`src/rtl/hpf_mc.sv`:
```
// hpf_mc: time-multiplexed multi-channel first-order IIR high-pass filter with
// programmable coefficient, bypass and history flush.
module hpf_mc #(
  parameter int WIDTH    = 10,
  parameter int SCALE    = 15,
  parameter int CHANNELS = 4,
  parameter int CHW      = 2
) (
  input  logic                    clk,
  input  logic                    rst_n,
  input  logic                    in_valid,
  output logic                    in_ready,
  input  logic [CHW-1:0]          in_ch,
  input  logic signed [WIDTH-1:0] x_in,
  input  logic [SCALE+1:0]        alpha_q,
  input  logic                    bypass,
  input  logic                    flush,
  output logic                    out_valid,
  input  logic                    out_ready,
  output logic [CHW-1:0]          out_ch,
  output logic signed [WIDTH-1:0] y_out
);
  localparam int PW = WIDTH + SCALE + 4;
  localparam logic signed [PW:0] HALF = (PW+1)'(1) << (SCALE-1);
  localparam logic signed [PW:0] MAXV = (PW+1)'((1 << (WIDTH-1)) - 1);
  localparam logic signed [PW:0] MINV = -MAXV - 1;
  typedef enum logic [1:0] {IDLE, SUM, MUL, OUT} state_t;
  state_t state_q, state_d;
  logic rdy_q;
  logic signed [WIDTH-1:0] x_q, x_d, y_q, y_d, y_sat;
  logic [CHW-1:0] ch_q, ch_d, out_ch_q, out_ch_d;
  logic [SCALE+1:0] coef_q, coef_d;
  logic byp_q, byp_d, out_valid_q, out_valid_d;
  logic signed [WIDTH+1:0] s_q, s_d;
  logic signed [PW:0] p, r;
  logic signed [WIDTH-1:0] x_prev_q [CHANNELS];
  logic signed [WIDTH-1:0] x_prev_d [CHANNELS];
  logic signed [WIDTH-1:0] y_prev_q [CHANNELS];
  logic signed [WIDTH-1:0] y_prev_d [CHANNELS];
  assign in_ready  = rdy_q && state_q == IDLE;
  assign out_valid = out_valid_q;
  assign out_ch    = out_ch_q;
  assign y_out     = y_q;
  // coefficient is zero-extended so the product treats it as non-negative
  assign p = s_q * $signed({1'b0, coef_q});
  assign r = (p + HALF) >>> SCALE;
  assign y_sat = r > MAXV ? MAXV[WIDTH-1:0] : r < MINV ? MINV[WIDTH-1:0] : r[WIDTH-1:0];
  always_comb begin
    state_d     = state_q;
    x_d         = x_q;
    ch_d        = ch_q;
    coef_d      = coef_q;
    byp_d       = byp_q;
    s_d         = s_q;
    y_d         = y_q;
    out_ch_d    = out_ch_q;
    out_valid_d = out_valid_q;
    x_prev_d    = x_prev_q;
    y_prev_d    = y_prev_q;
    case (state_q)
      IDLE: begin
        if (flush) begin
          x_prev_d = '{default: '0};
          y_prev_d = '{default: '0};
        end
        if (in_valid && rdy_q) begin
          x_d     = x_in;
          ch_d    = in_ch;
          coef_d  = alpha_q;
          byp_d   = bypass;
          state_d = int'(in_ch) < CHANNELS ? SUM : IDLE;
        end
      end
      SUM: begin
        s_d     = (WIDTH+2)'(y_prev_q[ch_q]) + (WIDTH+2)'(x_q) - (WIDTH+2)'(x_prev_q[ch_q]);
        state_d = MUL;
      end
      MUL: begin
        y_d            = byp_q ? x_q : y_sat;
        out_ch_d       = ch_q;
        out_valid_d    = 1'b1;
        y_prev_d[ch_q] = y_d;
        x_prev_d[ch_q] = x_q;
        state_d        = OUT;
      end
      default: begin
        out_valid_d = out_ready ? 1'b0 : out_valid_q;
        state_d     = out_ready ? IDLE : OUT;
      end
    endcase
  end
  always_ff @(posedge clk or negedge rst_n) begin
    if (!rst_n) begin
      state_q     <= IDLE;
      rdy_q       <= 1'b0;
      x_q         <= '0;
      ch_q        <= '0;
      coef_q      <= '0;
      byp_q       <= 1'b0;
      s_q         <= '0;
      y_q         <= '0;
      out_ch_q    <= '0;
      out_valid_q <= 1'b0;
      x_prev_q    <= '{default: '0};
      y_prev_q    <= '{default: '0};
    end else begin
      state_q     <= state_d;
      rdy_q       <= 1'b1;
      x_q         <= x_d;
      ch_q        <= ch_d;
      coef_q      <= coef_d;
      byp_q       <= byp_d;
      s_q         <= s_d;
      y_q         <= y_d;
      out_ch_q    <= out_ch_d;
      out_valid_q <= out_valid_d;
      x_prev_q    <= x_prev_d;
      y_prev_q    <= y_prev_d;
    end
  end
endmodule

```
`config.mk`:
```
export PLATFORM = sky130hd
export DESIGN_NAME = hpf_mc
export DESIGN_NICKNAME = d
export VERILOG_FILES = /design/src/rtl/hpf_mc.sv
export SDC_FILE = /design/constraint.sdc
export NUM_CORES = 1
export LEC_CHECK = 0
export BUFFER_PORTS_ARGS = -buffer_cell sky130_fd_sc_hd__buf_2
export CORE_MARGIN = 5
export CORE_UTILIZATION = 60
export CTS_BUF_LIST = sky130_fd_sc_hd__clkbuf_2
export DETAILED_ROUTE_END_ITERATION = 16
export GPL_ROUTABILITY_DRIVEN = 0
export GPL_TIMING_DRIVEN = 1
export PLACE_DENSITY = 0.78
export SLEW_MARGIN = 20
export SYNTH_ARGS = -nofsm -noshare
export SYNTH_HDL_FRONTEND = slang
export SYNTH_SLANG_ARGS = --single-unit
```
`constraint.sdc`:
```
create_clock -name clk -period 8.65 [get_ports clk]
set_clock_uncertainty 0.15 [all_clocks]
set_input_delay 0.4325 -clock clk [delete_from_list [all_inputs] [get_ports clk]]
set_output_delay 0.4325 -clock clk [all_outputs]
set_load 0.02 [all_outputs]
```
# --- Word level (Yosys, flattened, before mapping) ---
# Index checks and enable logic that the tools add are counted.
# Widths: inputs -> output; s select.
op_classes:
  n_addsub: 3
  n_mul: 1
  magnitude_cmp: 4
  eq_ne: 4
  muxes: 21
  bitwise: 2
  reduce_logical: 10
op_table:
  columns: ["cell", "count"]
  rows:
  - ["$pmux 40 s2", 2]
  - ["$bwmux 40", 2]
  - ["$mux 10", 8]
  - ["$bmux 10 s2", 2]
  - ["$mux 40", 1]
  - ["$add 30x16->30 const B", 1]
  - ["$mul 12x18->30", 1]
  - ["$demux 10 s2", 1]
  - ["$gt 15x10->1 const B", 1]
  - ["$lt 15x10->1 const B", 1]
  - ["$sub 11x10->12", 1]
  - ["$add 10x10->11", 1]
  - ["$pmux 2 s3", 1]
  - ["$reduce_and 2->1", 3]
  - ["$mux 2", 2]
  - ["$reduce_bool 2->1", 2]
  - ["$ge 3x3->1 const B", 1]
  - ["$logic_and 1x1->1", 3]
  - ["$lt 3x1->1 const B", 1]
  - ["$not 2->3", 1]
  - ["$eq 2x1->1 const B", 1]
  - ["$eq 2x2->1 const B", 1]
  - ["$logic_not 2->1", 1]
  - ["$ne 2x1->1 const B", 1]
  - ["5 further kinds", 5]
totals:
  ff_bits: 138
  inputBits: 35
  out_inout_bits: 14
  wordCells: 63

# --- Longest topological paths before layout ---
logic_depth:
  depth_word: 8
  ltp_mapped: 23
  mapped_depth_nobuf: 21

# --- Worst setup path after synthesis ---
# No wires, ideal clock.
synth_timing:
  path_kind: "register to register"
  start: "register s_q[3]"
  end: "register y_prev_q[30] (netlist name)"
  setup_ps: 122
  t_arrival_ps: 6264
  required_time_ps: 8378
  setup_slack_ps: 2114
  stages_incl_launch_ff: 23
  n_path_buf: 3
  period_less_slack_ps: 6536
  cell_sequence: "dfrtp_1 -> clkbuf_1 -> clkbuf_1 -> nand2_1 -> fa_1 -> fa_1 -> inv_1 -> fa_1 -> fa_1 -> inv_1 -> fa_1 -> inv_1 -> ha_1 -> clkbuf_1 -> nand2_1 -> nor4_1 -> nand3_1 -> o2111a_1 -> o41a_1 -> xnor2_1 -> o41ai_4 -> o21ai_2 -> a32o_1"
synth_via:
  elab_chain_len: 8
  elab_cells_between_ends: 9
  cone_classes: "1 x add/sub; 1 x mul; 2 x order compare; 5 x mux"
synth_lines:
  columns: ["element", "line", "source"]
  rows:
  - ["start, declared", "34", "logic signed [WIDTH+1:0] s_q, s_d;"]
  - ["start signal, assigned", "100", "s_q <= '0;"]
  - ["start signal, assigned", "113", "s_q <= s_d;"]
  - ["$mul 12x18->30 *", "45", "assign p = s_q * $signed({1'b0, coef_q});"]
  - ["$add 30x16->30 *", "46", "assign r = (p + HALF) >>> SCALE;"]
  - ["$lt 15x10->1", "47", "assign y_sat = r > MAXV ? MAXV[WIDTH-1:0] : r < MINV ? MINV[WIDTH-1:0] : r[WIDTH-1:0];"]
  - ["$mux 10", "47", null]
  - ["$mux 10 *", "47", null]
  - ["$mux 10 *", "79", "y_d = byp_q ? x_q : y_sat;"]
  - ["$bwmux 40 *", "82", "y_prev_d[ch_q] = y_d;"]
  - ["$pmux 40 s2 *", "60", "case (state_q)"]
  - ["end signal, assigned", "118", "y_prev_q <= y_prev_d;"]
  - ["end, declared", "38", "logic signed [WIDTH-1:0] y_prev_q [CHANNELS];"]
# Mark *: on every way between the ends. The rest lies on a longest branch, timed or not.
# A chain may end at the register's enable or synchronous reset.

# --- Worst setup path in the final report ---
layout_timing:
  start: "register s_q[5]"
  end: "register y_prev_q[25] (netlist name)"
# Same word-level chain as after synthesis.

==> flow_summary.toml <==
[global_route]
grt_max_degree = 82
grt_usage_pct = 25.7
grt-ovfl-total = 0
antenna_found_initial = 0
grt_pass1_vias = 10500
grt_pass1_wl_um = 53200

[setup_path]
worst-path-buf-inv = 3
arrival_ns = 7.89
startpoint = "s_q[5]$_DFFE_PN0P_"
cp_data_required_time_ns = 9.14
endpoint_kind = "flop"
path_cells = "nand2_1 > fa_1 > fa_1 > inv_1 > fa_1 > fa_1 > inv_1 > fa_1 > inv_1 > ha_1 > nand3_2 > nor4_4 > o21ai_1 > a2111oi_2 > o21ai_0 > a211o_1 > o41ai_4 > o21ai_2 > a32o_1"
path_common_cell = "fa_1"
crit_type = "flop to flop"
worst_path_dominant_cell_family = "adder cells"
slowest_stage = "dfrtp_1"
crit_path_start_kind = "flop"
path_max_fanout = 18
cpPeakStageDelay_ns = 0.90
reg2reg_from = "s_q[5]$_DFFE_PN0P_"

[yosys]
synth-adder-area-share_pct = 33.2
synthArstFlopShare_pct = 100
synth_top_cell_by_area = "dfrtp_1"
synth_xor_area_share_pct = 1.32
avgSynthCellArea_um2 = 9.88
synthMuxAreaShare_pct = 6.90
synth-compound-area-share_pct = 11.0
yosys.area_share.simple_pct = 13.2
synthCells = 1348
yosysWarningCount = 0
synth_edf_count = 0
ys_types = 61
synth_area_leaders = "dfrtp_1 26%, fa_1 24%, ha_1 9.3%"
synth_top_flop_cell = "dfrtp_1"
ys_seq_elements = 138
synth_top_family_by_area = "adder cells"
syn_area_um2 = 13300
synth.net_count = 1641
synth-seq-area-share_pct = 25.9
synth_top_area_share_pct = 25.9

[cells_and_area]
antenna_cells = 0
syn2layout_area_growth_pct = 7.27
drive_above_1_share_pct = 11.7
final_area_um2 = 14300
layout.nets = 1683

[clock_network]
clock-sinks = 138
numCtsBuffers = 17
clockRootBuffer = "clkbuf_2"
cts_resized = 0
worstSkewPairLatency_ns = 0.75
cts.clk_slew.worst_paths_ns = 0.26
cts_tree = "built"
htreeDepth = 4
cts_max_path_buffers = 2
postCtsSetupRepairBufs = 0

[floorplanning]
die_height_um = 159
design.die.area_um2 = 25300
start_util_pct = 61.0
num_rows = 54
die_width_um = 159
coreArea_um2 = 21800
io_pins = 49

[routing]
drtIter0Drc = 841
highest_layer = "met4"
met2_length_um = 15400
drt_wl_total_um = 31700
dr_wl_met3_um = 2370
drc = 0
met1_length_um = 13400
drtAntennaViolNets = 0
vias_per_cell = 6.00
num_vias = 10100
routedWlPerCell_um = 18.8
dr.pass1.iters = 6

[sta]
rsz0062_at_grt = "no"
drv_slew = 0
worst_pin_slew_ns = 0.920
finalSetupTns_ns = 0
final_hold_viol_count = 0
finalSetupViolCount = 0
fmax_mhz = 135
post-route-period-util_pct = 85.6
period_needed_ns = 7.40
relSlewSlack_pct = 38.4

[status]
status = "finished clean"

[place]
dp_hpwl_um = 23800
port_buffers = 48
placed_area_um2 = 13700

[worst_hold_path]
hp-class = "primary input to async pin"

[run]
maxCapViolCount = 0
==> state kept, by name (all words and copies together) (netlist names), 2 cells and up <==
register / flops
state_q: 2
x_q: 10
s_q: 12
out_ch: 2
y_prev_q: 40
y_out: 10
coef_q: 17
ch_q: 2
x_prev_q: 40
==> layout make-up <==
class                   instances  area, um^2
inverters                     229         860
repair buffers                 90         647
fillers                      1704        7540
well taps                     280         350
flip-flops and latches        138        3450
clock inverters                15         134
clock buffers                  17        85.1
multi-input cells             914        8760
==> path summary, 6_finish.rpt <==
kind	depth (start not counted)	slack, ns	to
max reg2reg	19	1.25	y_prev_q[25]$_DFFE_PN0P_
min	2	0.12	coef_q[1]$_DFFE_PN0P_
min in group clk	5	0.22	x_prev_q[33]$_DFFE_PN0P_
max	19	1.25	y_prev_q[25]$_DFFE_PN0P_
max in group asynchronous	3	6.98	x_prev_q[22]$_DFFE_PN0P_
min reg2reg	1	0.38	y_prev_q[14]$_DFFE_PN0P_
==> cell usage in the layout, fill, tap and decap left out, drive strengths merged, types with 9 or more instances in the layout <==
cell         synthesis  routed
dlygate4sd3          0      34
mux4                20      20
and2                77      77
a22o                10      10
nand2              155     155
o21ai               76      76
dfrtp              138     138
a32o                36      36
xnor2               15      15
clkbuf              61      17
buf                  6      56
a21oi               32      32
nand3               54      54
nor2                38      38
fa                 159     159
inv                228     237
nor3                12      12
a21o                 9       9
mux2                39      39
ha                  99      99
==> Yosys cell counts (6+ instances only) <==
library cell  instances
nand2_1             155
a22o_1               10
and2_1               77
mux2_2               39
o21ai_2               9
o21a_1                6
a21o_1                9
clkbuf_1             61
a32o_1               36
dfrtp_1             138
nor2_1               38
mux4_2               20
inv_1               228
nor3_1               12
o21ai_0              66
nand3_1              53
nand2b_1              6
ha_1                 99
fa_1                159
a21oi_1              31
xnor2_1              15
==> through the flow <==
stage                     hold WS (ns)  cells  util [%]  setup slack [ns]
after floorplan                -0.0131   1348         -              2.11
after CTS                       0.0947   1683      65.5              1.31
after global placement           0.321   1617      62.9              1.46
after detailed placement         0.330   1617      62.9              1.37
final                            0.119   1683      65.5              1.25
after global routing             0.150   1683      65.5             0.952
==> per-layer routing <==
layer	global-route usage, %	vias to the layer above
met2	42.5	397
li1	-	4519
met3	4.14	42
met1	36.3	5140
met5	0	-
met4	5.78	0
==> kinds of logic (layout without fill, tap and decap cells) <==
family,after synthesis,in the layout
adder cells (fa/ha/maj),258,258
flip-flops,138,138
other,1,1
AO/OA/AOI/OAI,206,206
buffers and inverters,296,351
XOR/XNOR,20,20
AND/OR/NAND/NOR,367,367
multiplexers,62,62
==> timing repair <==
action,CTS,global route
hold endpoints to repair,113,0
hold buffers,34,0
endpoints found under the setup margin,0,0
Power is left out: the tool's default activity adds up to more than one toggle a clock period on the data nets, which glitch-free logic cannot reach.
